`config.mk`:
```
export PLATFORM = sky130hd
export DESIGN_NAME = instr_fetch
export DESIGN_NICKNAME = d
export VERILOG_FILES = /design/src/rtl/instr_fetch_pkg.sv /design/src/rtl/instr_fetch.sv
export SDC_FILE = /design/constraint.sdc
export NUM_CORES = 1
export LEC_CHECK = 0
export BUFFER_PORTS_ARGS = -buffer_cell sky130_fd_sc_hd__buf_2
export CORE_MARGIN = 3
export CORE_UTILIZATION = 50
export CTS_BUF_LIST = sky130_fd_sc_hd__clkbuf_4
export DETAILED_ROUTE_END_ITERATION = 12
export MAX_ROUTING_LAYER = met4
export PLACE_DENSITY = 0.95
export SLEW_MARGIN = 20
export SYNTH_ARGS = -nofsm -noshare
export SYNTH_HDL_FRONTEND = slang
export SYNTH_SLANG_ARGS = --single-unit
```
`constraint.sdc`:
```
create_clock -name clk -period 4.1 [get_ports clk]
set_clock_uncertainty 0.05 [all_clocks]
set_input_delay 0.205 -clock clk [delete_from_list [all_inputs] [get_ports clk]]
set_output_delay 0.205 -clock clk [all_outputs]
set_load 0.005 [all_outputs]
```
`src/rtl/instr_fetch_pkg.sv`:
```
// Shared processor definitions for the fetch stage:
// word widths, fetch FSM encoding, ROM word addressing.
package instr_fetch_pkg;

  localparam int DATA_WIDTH = 16;
  localparam int MSB        = DATA_WIDTH - 1;
  localparam int ADDR_WIDTH = DATA_WIDTH + 1;

  typedef enum logic [1:0] {
    S_IDLE      = 2'd0,
    S_FETCH_OP  = 2'd1,
    S_FETCH_ARG = 2'd2,
    S_ISSUE     = 2'd3
  } fetch_state_e;

  // Each instruction is two ROM words at {pc, sel}.
  localparam logic WSEL_OP  = 1'b0;
  localparam logic WSEL_ARG = 1'b1;

  function automatic logic [ADDR_WIDTH-1:0] rom_word_addr(
    input logic [MSB:0] pc,
    input logic         sel
  );
    return {pc, sel};
  endfunction

endpackage

```
`src/rtl/instr_fetch.sv`:
```
// Instruction fetch stage: reads opcode/operand pair
// from ROM and hands it to execute via valid/ready.
module instr_fetch #(
  parameter int DATA_WIDTH = 16,
  parameter int ADDR_WIDTH = 17
) (
  input  logic                  clk,
  input  logic                  reset_n,
  input  logic                  run,
  input  logic                  flush,
  input  logic [DATA_WIDTH-1:0] pc,
  output logic                  rom_req,
  output logic [ADDR_WIDTH-1:0] rom_addr,
  input  logic                  rom_ack,
  input  logic [DATA_WIDTH-1:0] rom_rdata,
  output logic [DATA_WIDTH-1:0] opcode,
  output logic [DATA_WIDTH-1:0] operand,
  output logic                  instr_valid,
  input  logic                  instr_ready,
  output logic                  pc_enable,
  output logic                  busy,
  output logic [DATA_WIDTH-1:0] retired_count
);

  import instr_fetch_pkg::*;

  fetch_state_e          r_state;
  logic [DATA_WIDTH-1:0] r_opcode;
  logic [DATA_WIDTH-1:0] r_operand;
  logic [DATA_WIDTH-1:0] r_retired_count;

  logic w_xfer;
  logic w_retire;

  assign w_xfer   = rom_req & rom_ack;
  assign w_retire = (r_state == S_ISSUE)
                  & instr_ready & ~flush;

  // ROM request and word address decoded from state.
  always_comb begin
    rom_req  = 1'b0;
    rom_addr = '0;
    unique case (r_state)
      S_FETCH_OP: begin
        rom_req  = 1'b1;
        rom_addr = rom_word_addr(pc, WSEL_OP);
      end
      S_FETCH_ARG: begin
        rom_req  = 1'b1;
        rom_addr = rom_word_addr(pc, WSEL_ARG);
      end
      default: begin
        rom_req  = 1'b0;
        rom_addr = '0;
      end
    endcase
  end

  // Fetch FSM and opcode/operand capture; flush wins.
  always_ff @(posedge clk or negedge reset_n) begin
    if (!reset_n) begin
      r_state   <= S_IDLE;
      r_opcode  <= '0;
      r_operand <= '0;
    end else if (flush) begin
      r_state <= S_IDLE;
    end else begin
      unique case (r_state)
        S_IDLE: begin
          if (run) r_state <= S_FETCH_OP;
        end
        S_FETCH_OP: begin
          if (w_xfer) begin
            r_opcode <= rom_rdata;
            r_state  <= S_FETCH_ARG;
          end
        end
        S_FETCH_ARG: begin
          if (w_xfer) begin
            r_operand <= rom_rdata;
            r_state   <= S_ISSUE;
          end
        end
        S_ISSUE: begin
          if (instr_ready)
            r_state <= run ? S_FETCH_OP : S_IDLE;
        end
        default: r_state <= S_IDLE;
      endcase
    end
  end

  // Count retired instructions; wraps naturally.
  always_ff @(posedge clk or negedge reset_n) begin
    if (!reset_n)
      r_retired_count <= '0;
    else if (w_retire)
      r_retired_count <= r_retired_count + 1'b1;
  end

  assign opcode        = r_opcode;
  assign operand       = r_operand;
  assign instr_valid   = (r_state == S_ISSUE);
  assign pc_enable     = w_retire;
  assign busy          = (r_state != S_IDLE);
  assign retired_count = r_retired_count;

endmodule

```
### Yosys cells after proc, flatten, opt, wreduce, memory -nomap -nowiden

Cells that the tools add are included.

* add/sub/neg operators: 1
* equality and inequality tests: 7
* reductions and logical operators: 6
* mux-type cells: 9
* bitwise operators: 4

Operators with widths (number)
* 17-bit case mux with 2 select lines: 1
* 16-bit by 1-bit adder with 16-bit output, second input constant: 1
* 2-bit 2-to-1 mux: 5
* 3-bit inequality test, second input constant: 3
* 2-bit case mux with 4 select lines: 1
* 3-bit AND reduction: 2
* 2-bit == test, second input constant: 2
* 4-bit AND reduction: 1
* 1-bit bitwise AND: 3
* 3-bit by 2-bit inequality test with 1-bit output, second input constant: 1
* 2-bit by 1-bit == test with 1-bit output, second input constant: 1
* 2-bit logical NOT: 1
* 1-bit 2-to-1 mux: 2
* 2-bit nonzero test: 1
* 2-bit OR reduction: 1
* 1-bit NOT: 1

* flip-flop bits (word level): 50
* output and inout bits: 69
* input bits: 38
* logic and storage cells: 31

### Logic depth before layout (Yosys ltp)

* depth after elaboration: 7
* depth in mapped cells: 7
* mapped depth without buffers: 6

### Worst setup path after synthesis

Ideal clock, no wire load.

* kind: reg2reg
* start point: register r_state[0]
* end point: register r_opcode[10], in the netlist opcode[10]
* path buffers: 1
* cell stages (with the launch flop): 8
* arrival time: 1.556 ns
* data required time: 3.925 ns
* setup slack: 2.369 ns
* clock period less this slack: 1.731 ns
* setup time: 0.125 ns
* path through: dfrtp_1 > inv_1 > ha_1 > nand2_1 > nor2_2 > nand2_2 > buf_6 > mux2_2

* cells in the longest elaborated chain, start to end: 5
* elaborated cells on any way between the ends: 6
* those cells by class: eq/ne (2); mux (1); bitwise (1); reduce/logical (2)

RTL lines
* start, declared: RTL line instr_fetch.sv:27 `fetch_state_e r_state;`
* start signal, assigned: RTL line instr_fetch.sv:86 `r_state <= run ? S_FETCH_OP : S_IDLE;`
* 2-bit == test / 2-bit by 1-bit == test with 1-bit output (equally long branches): RTL line instr_fetch.sv:43 `unique case (r_state)`
* 2-bit OR reduction (no line) (*)
* 1-bit 2-to-1 mux (*): RTL line instr_fetch.sv:43
* net rom_req: RTL line instr_fetch.sv:12 `output logic rom_req,`
* 1-bit bitwise AND (*): RTL line instr_fetch.sv:35 `assign w_xfer = rom_req & rom_ack;`
* 3-bit AND reduction (no line) (*)
* end signal, assigned: RTL line instr_fetch.sv:74 `r_opcode <= rom_rdata;`
* end, declared: RTL line instr_fetch.sv:28 `logic [DATA_WIDTH-1:0] r_opcode;`

Mark *: on every way through the listed nets, which the timed path passes. The rest lies on a longest branch.
A chain may end at the register's enable or synchronous reset.

### Final worst setup path

* start point: register r_state[1]
* end point: output port rom_addr[1]

* cells in the longest elaborated chain, start to end: 2
* elaborated cells on any way between the ends: 3
* those cells by class: eq/ne (2); mux (1)

RTL lines
* 2-bit == test / 2-bit by 1-bit == test with 1-bit output (equally long branches): RTL line instr_fetch.sv:43
* 17-bit case mux with 2 select lines (*): RTL line instr_fetch.sv:43
* end, declared: RTL line instr_fetch.sv:13 `output logic [ADDR_WIDTH-1:0] rom_addr,`

Every way passes the cells marked *; elsewhere a longest branch is shown, timed or not.

==> results.sh <==
export IMPL_cts_made_buffers=5
export IMPL_fmax_mhz=457
export IMPL_internal_power_mw=0.956
export IMPL_hpwl_um=3710
export IMPL_cp_arrival_ns=1.94
export IMPL_slew_headroom=0.582
export IMPL_crit_path_end_kind="output port"
export IMPL_final_hold_viol_count=0
export IMPL_holdPathEnd="operand[5]"
export IMPL_gp_congestion=0.806
export IMPL_drt_initial_drc_count=113
export IMPL_period_share=0.534
export IMPL_remaining_drc_errors=0
export IMPL_p_total_mw=1.40
export IMPL_dieWidth_um=72.8
export IMPL_wire_per_inst_um=14.7
export IMPL_dp_cells=317
export IMPL_antenna_cells=0
export IMPL_ff_latch_area_sq_um=1250
export IMPL_power_leakage_nw=1.66
export IMPL_synth_area_leaders="dfrtp_1 (56%), mux2_2 (17%), xnor2_1 (5.1%)"
export IMPL_grt_pass1_wl_um=7560
export IMPL_share_seq_of_total_power=0.487
export IMPL_htreeDepth=2
export IMPL_synthFlopType="dfrtp_1"
export IMPL_path_clk_slew_ns=0.15
export IMPL_multi_input_area_sq_um=923
export IMPL_critPathRequiredTime_ns=3.85
export IMPL_first_pass_iters=4
export IMPL_ff2ff_path_depth=6
export IMPL_instances_no_fill=329
export IMPL_fillers=289
export IMPL_min_path_type="in -> reg"
export IMPL_ir_drop_mv=0.261
export IMPL_yosys_area_top_type="dfrtp_1"
export IMPL_postCtsHoldBufs=0
export IMPL_yosysMostFrequentCell="dfrtp_1"
export IMPL_clk_latency_ns=0.37
export IMPL_cts_tree="built"
export IMPL_nets=322
export IMPL_path_max_fanout=16
export IMPL_ff2ff_setup_slack_ns=2.19
export IMPL_syn_instance_count=167
export IMPL_drive_gt1_frac=0.548
export IMPL_reg2reg_to="operand[15]"
export IMPL_ant_nets=0
export IMPL_grt_pass1_vias=1593
export IMPL_dieArea_sq_um=5300
export IMPL_grtUsageTotal=0.192
export IMPL_synthArstFlopShare=1.00
export IMPL_post_cts_resized=0
export IMPL_rows=23
export IMPL_avgViaCountPerCell=5.08
export IMPL_grt_max_degree=51
export IMPL_routed_wl_um=4820
export IMPL_power_density_nw_per_um2=488
export IMPL_syn_nets=211
export IMPL_synth_seq_cells=50
export IMPL_core_sq_um=4140
export IMPL_ios=107
export IMPL_yosysSeqAreaShare=0.561
export IMPL_grt_overflow_total=0
export IMPL_r2r_start="r_state[0]"
export IMPL_antenna_found_initial=0
export IMPL_outcome="complete, no violations"
export IMPL_start_kind="flop"
export IMPL_tightest_slew_ns=0.627
export IMPL_synth_top_area_frac=0.561
export IMPL_final_setup_tns_ns=0
export IMPL_p_sw_mw=0.447
export IMPL_clkPwrFrac=0.153
export IMPL_netlist_area_sq_um=2230
export IMPL_rsz0062_at_grt="false"
export IMPL_synth_avg_cell_area_sq_um=13.4
export IMPL_hold_start="rom_rdata[5]"
export IMPL_cts_buffer_depth=2
export IMPL_whs_path_depth=2
export IMPL_vias=1671
export IMPL_setup_viol=0
export IMPL_initial_core_util=0.539
export IMPL_criticalPathCategory="reg -> out"
export IMPL_synth_edff_count=0
export IMPL_dieHeight_um=72.8
export IMPL_cts_sinks=50
export IMPL_areaGrowthSynthToFinish_pct=28.8
export IMPL_pwr_share_comb=0.360
export IMPL_drv_cap=0
export IMPL_netlist_top_cells_count="dfrtp_1 (50), mux2_2 (33), and2_1 (17), xnor2_1 (13), nand3_1 (7)"
export IMPL_drv_slew=0
export IMPL_crit_path_start="r_state[1]"
export IMPL_portBuffers=106
export IMPL_netSwitchingFraction=0.319
export IMPL_post_route_min_period_ns=2.19
export IMPL_ys_warn_count=0
export IMPL_cts_setup_buffers=0
export IMPL_ys_types=28
export IMPL_root_buffer="clkbuf_4"
[worst max-delay path, stage by stage (launching register included)]
cell	delay (ns)
dfrtp_1	0.45
inv_1	0.11
ha_1	0.36
o21a_1	0.36
and2_1	0.19
buf_2	0.11
[power by group through the flow]
stage,Combinational (mW),Sequential (mW),Clock (mW)
2_1_floorplan,0.256,0.699,0
3_3_place_gp,0.487,0.688,0
3_5_place_dp,0.510,0.696,0
4_1_cts,0.513,0.685,0.225
5_1_grt,0.561,0.700,0.246
6_report,0.505,0.684,0.214
[cells by family (layout without fill, tap and decap cells)]
family	count (synthesis)	in the layout	share of synthesized area
AO/OA/AOI/OAI	5	5	0.0179
multiplexers	34	34	0.171
adder cells (fa/ha/maj)	6	6	0.0336
buffers and inverters	9	121	0.0258
flip-flops	50	50	0.561
AND/OR/NAND/NOR	48	48	0.132
XOR/XNOR	15	15	0.0589
[worst max path at each step]
| stage | to | slack, ns | cells after the start |
|---|---|---|---|
| finish | rom_addr[1] | 1.91 | 5 |
| global route | rom_addr[5] | 1.71 | 5 |
| CTS | rom_addr[11] | 1.88 | 5 |
| detailed placement | opcode[12] | 2.19 | 6 |
| global placement | opcode[1] | 2.27 | 6 |
| floorplan | opcode[10] | 2.37 | 7 |
[stage by stage]
step	setup slack, ns	instance area, sq um	hold slack [ns]	util
after floorplan	2.37	2230	-0.141	-
after global placement	2.27	2780	0.401	0.671
after detailed placement	2.19	2780	0.408	0.671
after CTS	1.88	2830	0.000941	0.684
after global routing	1.71	2880	0.00312	0.694
final	1.91	2880	0.0198	0.694
[flip-flops by register name, indices dropped and copies added, names as in the netlist]
signal,flops
operand,16
retired_count,16
r_state,2
opcode,16
[layout by cell type, fill, tap and decap left out, drive strengths merged, types with 2 or more instances in the layout]
cell	n
xor2	2
and4	2
xnor2	13
buf	106
dfrtp	50
dlygate4sd3	4
nand2b	2
and3	4
nand3	7
ha	6
mux2	33
nor2	4
nand4	2
inv	3
nand2	8
clkbuf	5
and2	17
clkinv	2
[area by class of cell]
cell class,count,share of cell area
Sequential cell,50,0.435
Multi-Input combinational cell,108,0.321
Timing Repair Buffer,110,0.199
Tap cell,50,0.0218
Clock buffer,5,0.0131
Clock inverter,3,0.00566
Inverter,3,0.00392
[routing by layer]
metal | GRT usage | up-vias | share of wire
li1 | - | 794 | -
met1 | 0.233 | 802 | 0.40
met2 | 0.318 | 68 | 0.53
met3 | 0.0427 | 7 | 0.063
met4 | 0.0615 | 0 | 0.012
met5 | - | - | 0
Power figures use the tool's default switching activity.
